===== config.mk =====
export PLATFORM = sky130hd
export DESIGN_NAME = stopwatch_ctrl_60_flat
export DESIGN_NICKNAME = d
export VERILOG_FILES = /design/src/rtl/stopwatch_ctrl_60_pkg.sv /design/src/rtl/stopwatch_ctrl_60_if.sv /design/src/rtl/stopwatch_ctrl_60_bcd_digit.sv /design/src/rtl/stopwatch_ctrl_60.sv /design/src/flat_wrapper.sv
export SDC_FILE = /design/constraint.sdc
export NUM_CORES = 1
export LEC_CHECK = 0
export ABC_AREA = 1
export ABC_CLOCK_PERIOD_IN_PS = 2800
export CORE_MARGIN = 4
export CORE_UTILIZATION = 25
export CTS_CLUSTER_DIAMETER = 30
export DETAILED_ROUTE_END_ITERATION = 7
export HOLD_SLACK_MARGIN = 0.15
export SLEW_MARGIN = 5
export SYNTH_ARGS = -nofsm -noshare
export SYNTH_HDL_FRONTEND = slang
export SYNTH_SLANG_ARGS = --single-unit

===== constraint.sdc =====
create_clock -name clk -period 2.8 [get_ports clk]
set_input_delay 0.56 -clock clk [delete_from_list [all_inputs] [get_ports clk]]
set_output_delay 0.56 -clock clk [all_outputs]
set_load 0.005 [all_outputs]

===== src/rtl/stopwatch_ctrl_60_pkg.sv =====
// Stopwatch shared types and digit limits.
// Used by the control top and the BCD digit cells.
package stopwatch_pkg;

  typedef enum logic [1:0] {
    IDLE  = 2'd0,
    RUN   = 2'd1,
    PAUSE = 2'd2
  } state_t;

  typedef logic [3:0] bcd_t;

  localparam int SEC_TENS_MAX = 5;
  localparam int DIGIT_MAX    = 9;
  localparam int MIN_TENS_MAX = 9;

endpackage


===== src/rtl/stopwatch_ctrl_60_if.sv =====
// Command and display bundle of the stopwatch.
// master drives the command pulses, slave is the stopwatch.
interface stopwatch_ctrl_60_if;

  logic        start_stop;
  logic        clear;
  logic        lap;
  logic [7:0]  sec_bcd;
  logic [7:0]  min_bcd;
  logic        running;
  logic        min_pulse;
  logic [15:0] lap_bcd;
  logic        lap_valid;

  modport master (
    output start_stop, clear, lap,
    input  sec_bcd, min_bcd, running,
    input  min_pulse, lap_bcd, lap_valid
  );

  modport slave (
    input  start_stop, clear, lap,
    output sec_bcd, min_bcd, running,
    output min_pulse, lap_bcd, lap_valid
  );

endinterface


===== src/rtl/stopwatch_ctrl_60_bcd_digit.sv =====
// One BCD digit counting 0..MAX.
// carry flags the step that wraps MAX back to 0.
import stopwatch_pkg::*;

module bcd_digit #(
  parameter int MAX = DIGIT_MAX
) (
  input  logic clk,
  input  logic rst,
  input  logic clr,
  input  logic en,
  output bcd_t q,
  output logic carry
);

  logic at_max;

  assign at_max = (q == bcd_t'(MAX));
  assign carry  = en && at_max;

  always_ff @(posedge clk or posedge rst) begin
    if (rst) begin
      q <= '0;
    end else if (clr) begin
      q <= '0;
    end else if (en) begin
      q <= at_max ? '0 : q + 1'b1;
    end
  end

endmodule


===== src/rtl/stopwatch_ctrl_60.sv =====
// MM:SS stopwatch with run/pause/clear and lap capture.
// Lap capture is built only when STOPWATCH_LAP_EN is defined.
import stopwatch_pkg::*;

module stopwatch_ctrl_60 #(
  parameter int TICK_DIV = 50_000_000
) (
  input logic           clk,
  input logic           rst,
  stopwatch_ctrl_60_if.slave bus
);

  localparam int PW =
    (TICK_DIV > 2) ? $clog2(TICK_DIV) : 1;

  state_t state, state_n;
  logic [PW-1:0] presc;
  logic tick;

  bcd_t su, st, mu, mt;
  logic c_su, c_st, c_mu;
  logic unused_c_mt;

  assign tick = (state == RUN) &&
                (presc == PW'(TICK_DIV - 1));

  always_comb begin
    state_n = state;
    if (bus.clear) begin
      state_n = IDLE;
    end else if (bus.start_stop) begin
      unique case (state)
        IDLE:    state_n = RUN;
        RUN:     state_n = PAUSE;
        PAUSE:   state_n = RUN;
        default: state_n = IDLE;
      endcase
    end
  end

  always_ff @(posedge clk or posedge rst) begin
    if (rst) begin
      state <= IDLE;
    end else begin
      state <= state_n;
    end
  end

  // PAUSE holds the partial second; IDLE discards it.
  always_ff @(posedge clk or posedge rst) begin
    if (rst) begin
      presc <= '0;
    end else if (bus.clear || state == IDLE) begin
      presc <= '0;
    end else if (state == RUN) begin
      presc <= tick ? '0 : presc + 1'b1;
    end
  end

  bcd_digit #(.MAX(DIGIT_MAX)) u_sec_u (
    .clk(clk), .rst(rst), .clr(bus.clear),
    .en(tick), .q(su), .carry(c_su)
  );

  bcd_digit #(.MAX(SEC_TENS_MAX)) u_sec_t (
    .clk(clk), .rst(rst), .clr(bus.clear),
    .en(c_su), .q(st), .carry(c_st)
  );

  bcd_digit #(.MAX(DIGIT_MAX)) u_min_u (
    .clk(clk), .rst(rst), .clr(bus.clear),
    .en(c_st), .q(mu), .carry(c_mu)
  );

  bcd_digit #(.MAX(MIN_TENS_MAX)) u_min_t (
    .clk(clk), .rst(rst), .clr(bus.clear),
    .en(c_mu), .q(mt), .carry(unused_c_mt)
  );

  always_ff @(posedge clk or posedge rst) begin
    if (rst) begin
      bus.min_pulse <= 1'b0;
    end else begin
      bus.min_pulse <= c_st && !bus.clear;
    end
  end

  assign bus.sec_bcd = {st, su};
  assign bus.min_bcd = {mt, mu};
  assign bus.running = (state == RUN);

`ifdef STOPWATCH_LAP_EN
  // Captures the display as it stood before a same-cycle tick.
  always_ff @(posedge clk or posedge rst) begin
    if (rst) begin
      bus.lap_bcd   <= '0;
      bus.lap_valid <= 1'b0;
    end else if (bus.clear) begin
      bus.lap_bcd   <= '0;
      bus.lap_valid <= 1'b0;
    end else if (bus.lap && state != IDLE) begin
      bus.lap_bcd   <= {mt, mu, st, su};
      bus.lap_valid <= 1'b1;
    end
  end
`else
  logic unused_lap;
  assign unused_lap    = bus.lap;
  assign bus.lap_bcd   = '0;
  assign bus.lap_valid = 1'b0;
`endif

endmodule

===== src/flat_wrapper.sv =====
// flat-port wrapper written by rule: the top's interface ports become plain ports
module stopwatch_ctrl_60_flat 
#(
  parameter int TICK_DIV = 50_000_000
)
  (clk, rst, bus_start_stop, bus_clear, bus_lap, bus_sec_bcd, bus_min_bcd, bus_running, bus_min_pulse, bus_lap_bcd, bus_lap_valid);
  stopwatch_ctrl_60_if bus_i ();
  input logic clk;
  input logic rst;
  input wire logic [$bits(bus_i.start_stop)-1:0] bus_start_stop;
  input wire logic [$bits(bus_i.clear)-1:0] bus_clear;
  input wire logic [$bits(bus_i.lap)-1:0] bus_lap;
  output wire logic [$bits(bus_i.sec_bcd)-1:0] bus_sec_bcd;
  output wire logic [$bits(bus_i.min_bcd)-1:0] bus_min_bcd;
  output wire logic [$bits(bus_i.running)-1:0] bus_running;
  output wire logic [$bits(bus_i.min_pulse)-1:0] bus_min_pulse;
  output wire logic [$bits(bus_i.lap_bcd)-1:0] bus_lap_bcd;
  output wire logic [$bits(bus_i.lap_valid)-1:0] bus_lap_valid;
  assign bus_i.start_stop = bus_start_stop;
  assign bus_i.clear = bus_clear;
  assign bus_i.lap = bus_lap;
  assign bus_sec_bcd = bus_i.sec_bcd;
  assign bus_min_bcd = bus_i.min_bcd;
  assign bus_running = bus_i.running;
  assign bus_min_pulse = bus_i.min_pulse;
  assign bus_lap_bcd = bus_i.lap_bcd;
  assign bus_lap_valid = bus_i.lap_valid;
  stopwatch_ctrl_60 #(.TICK_DIV(TICK_DIV)) u_core (.clk(clk), .rst(rst), .bus(bus_i));
endmodule

==> qor.csv, run 1 <==
metric,value,unit
grt.total_usage,0.103,
cts_hold_buf,0,
p_leak,1.63,nW
ys_ff_latch,45,
clock-sinks,45,
clock_tree.buffer_depth,2,
path_max_fanout,5,
synthCells,399,
cts_root_buf,clkbuf_16,
synthDistinctLibCells,38,
grt_pass1_vias,2501,
insertion_delay,0.28,ns
clk_pin_slew,0.07,ns
first_pass_iters,4,
clock_skew,0.00357,ns
holdWs,0.502,ns
layout.cells.most_common,nand2_1,
worstPathRequired,2.24,ns
via_count,2572,
drv_cap,0,
ir_worst_vdd,0.242,mV
htreeDepth,2,
grt_max_degree,46,
viasPerCell,4.52,
hold_viol_final,0,
grt_overflow,0,
synth_seq_area_share,0.373,
dp_hpwl,5.15,mm
fmaxAchievable,0.466,GHz
cts-buffers-inserted,5,
antenna_found_initial,0,
worst_ep_arrival_time,1.58,ns
rsz0062_at_grt,no,
fin_crit_sh,0.766,
post_cts_buffers,0,
critical_path_class,reg2out,
power.total,1.46,mW
dieArea,0.0139,mm²
pin_count,40,
drive_above_1_share,0.0892,
nets,439,
die_w,118,µm
wl_per_cell,12.1,µm
powerDensity,416,mW/mm²
std_cell_rows,39,
finalSetupViolations,0,
fin_crit,2.14,ns
crit_path_start_kind,register,
max_slew_margin,0.612,
design.core.area,0.0116,mm²
cts_tree,done,
syn-cell-area,0.00302,mm²
area_growth_syn_to_layout,16.4,%
tightest_slew,0.583,ns
port_buffers,21,
ys_warn_count,0,
outcome,completed,
grt_pass1_wl,12.1,mm
final_util,0.303,
initial_core_util,0.260,
setup-tns-final,0,ns
final_cell_mix,"nand2_1 (110), nor2_1 (48), dfrtp_1 (45), inv_1 (40), nand3_1 (27)",
die_h,118,µm
drtAntennaViolNets,0,
finalMaxSlewViolations,0,
hp-class,reg2reg,
routed_wl,6.89,mm
drc,0,
syn_area_per_cell,7.57,µm²
crit_path_end_kind,output port,
gp_routability_congestion,0.928,
drtIter0Drc,213,
diodes,0,
cts_resized,0,
==> Yosys cell counts <==
cell type | instances | share of area
nand2_1 | 110 | 0.14
nor2_1 | 48 | 0.060
dfrtp_1 | 45 | 0.37
inv_1 | 41 | 0.051
nand3_1 | 27 | 0.045
xor2_1 | 20 | 0.058
buf_4 | 17 | 0.042
nand4_1 | 10 | 0.021
o22ai_1 | 10 | 0.021
ha_1 | 9 | 0.037
o21ai_0 | 9 | 0.015
a21oi_1 | 6 | 0.0099
nand2_2 | 4 | 0.0083
nor2_4 | 4 | 0.015
nor3_1 | 4 | 0.0066
clkbuf_1 | 3 | 0.0037
nand2_4 | 3 | 0.011
nand3_2 | 3 | 0.0099
o21ai_1 | 3 | 0.0050
xnor2_1 | 3 | 0.0087
inv_2 | 2 | 0.0025
nor2_2 | 2 | 0.0041
and2_1 | 1 | 0.0021
buf_2 | 1 | 0.0017
buf_6 | 1 | 0.0037
clkinv_1 | 1 | 0.0012
conb_1 | 1 | 0.0012
nand3_4 | 1 | 0.0058
nand3b_1 | 1 | 0.0025
nand4_4 | 1 | 0.0070
nor2_8 | 1 | 0.0066
nor3_2 | 1 | 0.0033
nor3_4 | 1 | 0.0054
nor4_1 | 1 | 0.0021
o21bai_1 | 1 | 0.0025
o21bai_2 | 1 | 0.0037
o22ai_2 | 1 | 0.0041
o32ai_1 | 1 | 0.0029
==> routing by layer <==
layer,up-vias,wire length [µm],global-route usage
met4,0,99,0.0359
met1,1224,3230,0.131
met5,-,0,0
met3,6,265,0.0183
met2,50,3290,0.174
li1,1292,-,-
==> cell families after synthesis <==
logic type               count (synthesis)  synth area share
AND/OR/NAND/NOR                        223             0.352
buffers and inverters                   66             0.106
flip-flops                              45             0.373
AO/OA/AOI/OAI                           32            0.0638
XOR/XNOR                                23            0.0667
adder cells (fa/ha/maj)                  9            0.0373
other                                    1           0.00124
==> registers in the layout, summed over array words and instances (netlist names) <==
signal	count
u_core.u_min_u.q	4
u_core.state	2
u_core.u_sec_t.q	4
u_core.bus.min_pulse	1
u_core.presc	26
u_core.u_min_t.q	4
u_core.u_sec_u.q	4
==> metrics by stage <==
stage / area, µm² / instances / worst slack, ns
CTS: 3510 / 569 / 0.640
floorplan: 3080 / 415 / 1.18
finish: 3510 / 569 / 0.656
global route: 3510 / 569 / 0.569
detailed placement: 3340 / 561 / 0.654
global placement: 3340 / 561 / 0.669
==> worst paths after layout <==
path | startpoint | end | slack, ns | cells after the start
worst max-delay path | u_core.state[1]$_DFFE_PP0P_ | bus_running | 0.66 | 4
worst min-delay path | u_core.presc[23]$_DFFE_PP0P_ | u_core.presc[23]$_DFFE_PP0P_ | 0.50 | 2
worst max register to register | u_core.presc[0]$_DFFE_PP0P_ | u_core.presc[18]$_DFFE_PP0P_ | 1.03 | 8
worst min register to register | u_core.presc[23]$_DFFE_PP0P_ | u_core.presc[23]$_DFFE_PP0P_ | 0.50 | 2
max in group asynchronous | rst | u_core.u_sec_t.q[3]$_DFFE_PP0P_ | 1.65 | 3
min in group asynchronous | rst | u_core.state[1]$_DFFE_PP0P_ | 0.76 | 3
==> power by group <==
group / internal, mW / switching (mW) / total [mW]
combinational: 0.0376 / 0.0730 / 0.111
clock: 0.423 / 0.258 / 0.680
sequential: 0.659 / 0.0121 / 0.671
==> worst max-delay path, stage by stage, from the launching register on <==
cell	delay, ns
dfrtp_1	0.39
inv_1	0.08
nand2_1	0.14
inv_2	0.17
clkdlybuf4s50_1	0.52
==> final cells by class <==
class	count	area, µm²
sequential	45	1130
fill	1221	8100
multi-input combinational	304	1630
clock buffer	5	125
timing repair buffer	25	240
inverter	44	165
clock inverter	3	46.3
tap	143	179
Note: power is estimated with default switching activity, not from simulation.
==> run 2: changes to the inputs <==
--- a/config.mk
+++ b/config.mk
@@ -6,7 +6,7 @@
 export NUM_CORES = 1
 export LEC_CHECK = 0
 export ABC_AREA = 1
-export ABC_CLOCK_PERIOD_IN_PS = 2800
+export ABC_CLOCK_PERIOD_IN_PS = 1800
 export CORE_MARGIN = 4
 export CORE_UTILIZATION = 25
 export CTS_CLUSTER_DIAMETER = 30
==> constraint.sdc (replaced) <==
create_clock -name clk -period 1.8 [get_ports clk]
set_input_delay 0.36 -clock clk [delete_from_list [all_inputs] [get_ports clk]]
set_output_delay 0.36 -clock clk [all_outputs]
set_load 0.005 [all_outputs]
==> run 2 against run 1 <==
Net effect: sequential power up 55%; clock skew about the same; non-clock buffer count up 8; worst hold slack worse by 0.071 ns; largest cell class unchanged; largest power group is now registers; highest routed layer unchanged.
==> qor.csv, run 2 (synthesis results as in run 1) <==
metric,value,unit,change
outcome,completed,,unchanged
diodes,0,,unchanged
max_stage_delay,0.54,ns,was 0.52 ns
hold_viol_final,0,,unchanged
powerDensity,606,mW/mm²,was 416 mW/mm²
dp_hpwl,5.20,mm,was 5.15 mm
final_cell_mix,"nand2_1 (109), nor2_1 (48), dfrtp_1 (45), inv_1 (40), nand3_1 (27)",,"was nand2_1 (110), nor2_1 (48), dfrtp_1 (45), inv_1 (40), nand3_1 (27)"
max_flop_register,u_core.presc,,unchanged
pwr-share-comb,0.090,,was 0.076
largest_register_ffs,26,,unchanged
reg2regPathDepth,11,,was 8
design.core.area,0.0116,mm²,unchanged
crit_path_start_kind,register,,unchanged
die_h,118,µm,unchanged
cts_tree,done,,unchanged
clock_tree.buffer_depth,2,,unchanged
p_leak,1.67,nW,was 1.63 nW
clock-sinks,45,,unchanged
drive_above_1_share,0.111,,was 0.0892
rsz0062_at_grt,no,,unchanged
place_inst,568,,was 561
port_buffers,21,,unchanged
htreeDepth,2,,unchanged
p_sw_frac,0.253,,was 0.235
hp-class,in2async,,was reg2reg
final_util,0.308,,was 0.303
drtIter0Drc,157,,was 213
first_pass_iters,4,,unchanged
clk_pin_slew,0.07,ns,about the same
insertion_delay,0.29,ns,was 0.28 ns
cts_root_buf,clkbuf_16,,unchanged
crit_path_end_kind,output port,,unchanged
drc,0,,unchanged
busiest_layer,met2,,unchanged
wl_per_cell,11.7,µm,was 12.1 µm
std_cell_rows,39,,unchanged
drtAntennaViolNets,0,,unchanged
grt.total_usage,0.103,,about the same
gp_routability_congestion,0.870,,was 0.928
cp_top_family,buffers and inverters,,unchanged
seqPwrFrac,0.482,,was 0.459
pin_count,40,,unchanged
worst_ep_arrival_time,1.28,ns,was 1.58 ns
path_cells,clkdlybuf4s50_1,,"was inv_1, nand2_1, inv_2, clkdlybuf4s50_1"
viasPerCell,4.40,,was 4.52
pwr-share-clk,0.429,,was 0.465
drv_cap,0,,unchanged
dieArea,0.0139,mm²,unchanged
met3_usage,0.0173,,was 0.0183
grt_pass1_vias,2528,,was 2501
path_max_fanout,5,,unchanged
fmaxAchievable,0.611,GHz,
routed_wl,6.76,mm,was 6.89 mm
cts-buffers-inserted,5,,unchanged
layout.cells.most_common,nand2_1,,unchanged
initial_core_util,0.260,,unchanged
critical_path_class,reg2out,,unchanged
r2r-end,u_core.presc[24]$_DFFE_PP0P_,,was u_core.presc[18]$_DFFE_PP0P_
fin_crit_sh,0.910,,
grt_max_degree,46,,unchanged
setup-tns-final,0,ns,unchanged
finalSetupViolations,0,,unchanged
cp_slowest_cell,clkdlybuf4s50_1,,unchanged
area_growth_syn_to_layout,18.5,%,was 16.4%
grt_overflow,0,,unchanged
grt_pass1_wl,12.1,mm,about the same
holdWs,0.431,ns,was 0.502 ns
crit_buf_inv,1,,was 3
antenna_found_initial,0,,unchanged
use_met1,0.130,,was 0.131
grt.met2_usage,0.179,,was 0.174
die_w,118,µm,unchanged
nets,447,,was 439
clock_skew,0.00385,ns,was 0.00357 ns
finalMaxSlewViolations,0,,unchanged
p_int,1.62,mW,was 1.12 mW
rrSetupSlack,0.18,ns,was 1.03 ns
fin_cells,577,,was 569
via_count,2538,,was 2572
worstPathRequired,1.44,ns,was 2.24 ns
worstReg2RegStart,u_core.state[1]$_DFFE_PP0P_,,was u_core.presc[0]$_DFFE_PP0P_
p_sw,548,µW,was 343 µW
ir_worst_vdd,0.282,mV,was 0.242 mV
fin_crit,1.64,ns,
-- run 2: cell count changes in the layout (fill, tap and decap cells not counted), sizes merged --
| cell | delta |
|---|---|
| inv | +1 |
| buf | +8 |
| bufinv | -1 |
| clkdlybuf4s50 | -1 |
| dlygate4sd2 | +1 |
-- run 2: layer usage --
metal / routed length (µm) / up-vias
li1: - / 1302
met3: 187 / 10
met2: 3280 / 36
met1: 3180 / 1190
met4: 119 / 0
met5: 0 / -
-- run 2: metrics by stage --
stage / cell area [µm²] / power, mW / setup WS, ns
2_1_floorplan: 3080 / 1.19 / 0.364
3_3_place_gp: 3420 / 1.25 / 0.0389
3_5_place_dp: 3420 / 1.26 / 0.0271
4_1_cts: 3580 / 2.21 / 0.138
5_1_grt: 3580 / 2.26 / 0.0209
6_report: 3580 / 2.17 / 0.162
-- run 2: worst max-delay path by stage --
stage                                         start                         endpoint  slack, ns  cells after the start
floorplan               u_core.presc[0]$_DFFE_PP0P_     u_core.presc[18]$_DFFE_PP0P_       0.36                      8
global placement                          bus_clear     u_core.presc[20]$_DFFE_PP0P_       0.04                      7
detailed placement                        bus_clear     u_core.presc[20]$_DFFE_PP0P_       0.03                      7
CTS                 u_core.u_sec_u.q[0]$_DFFE_PP0P_                   bus_sec_bcd[0]       0.14                      1
global route            u_core.presc[0]$_DFFE_PP0P_  u_core.u_min_t.q[2]$_DFFE_PP0P_       0.02                      9
finish              u_core.u_sec_u.q[0]$_DFFE_PP0P_                   bus_sec_bcd[0]       0.16                      1
-- run 2: power groups by stage --
stage	sequential [mW]	clock [mW]	combinational (mW)
after floorplan	1.06	0	0.134
after global routing	1.05	0.994	0.221
final	1.04	0.929	0.195
after detailed placement	1.06	0	0.194
after global placement	1.06	0	0.191
after CTS	1.04	0.970	0.198
-- run 2: cell type report --
type	count	area (µm²)
Fill cell	1228	8040
Multi-Input combinational cell	304	1640
Sequential cell	45	1130
Timing Repair Buffer	33	324
Tap cell	143	179
Inverter	44	165
Clock buffer	5	125
Clock inverter	3	21.3
-- run 2: timing repair --
| item | CTS | global route |
|---|---|---|
| gates resized for setup | 2 | 1 |
| setup endpoints to repair | 1 | 5 |
| hold buffers | 0 | 0 |
| setup buffers | 1 | 0 |
| pin swaps | 0 | 0 |
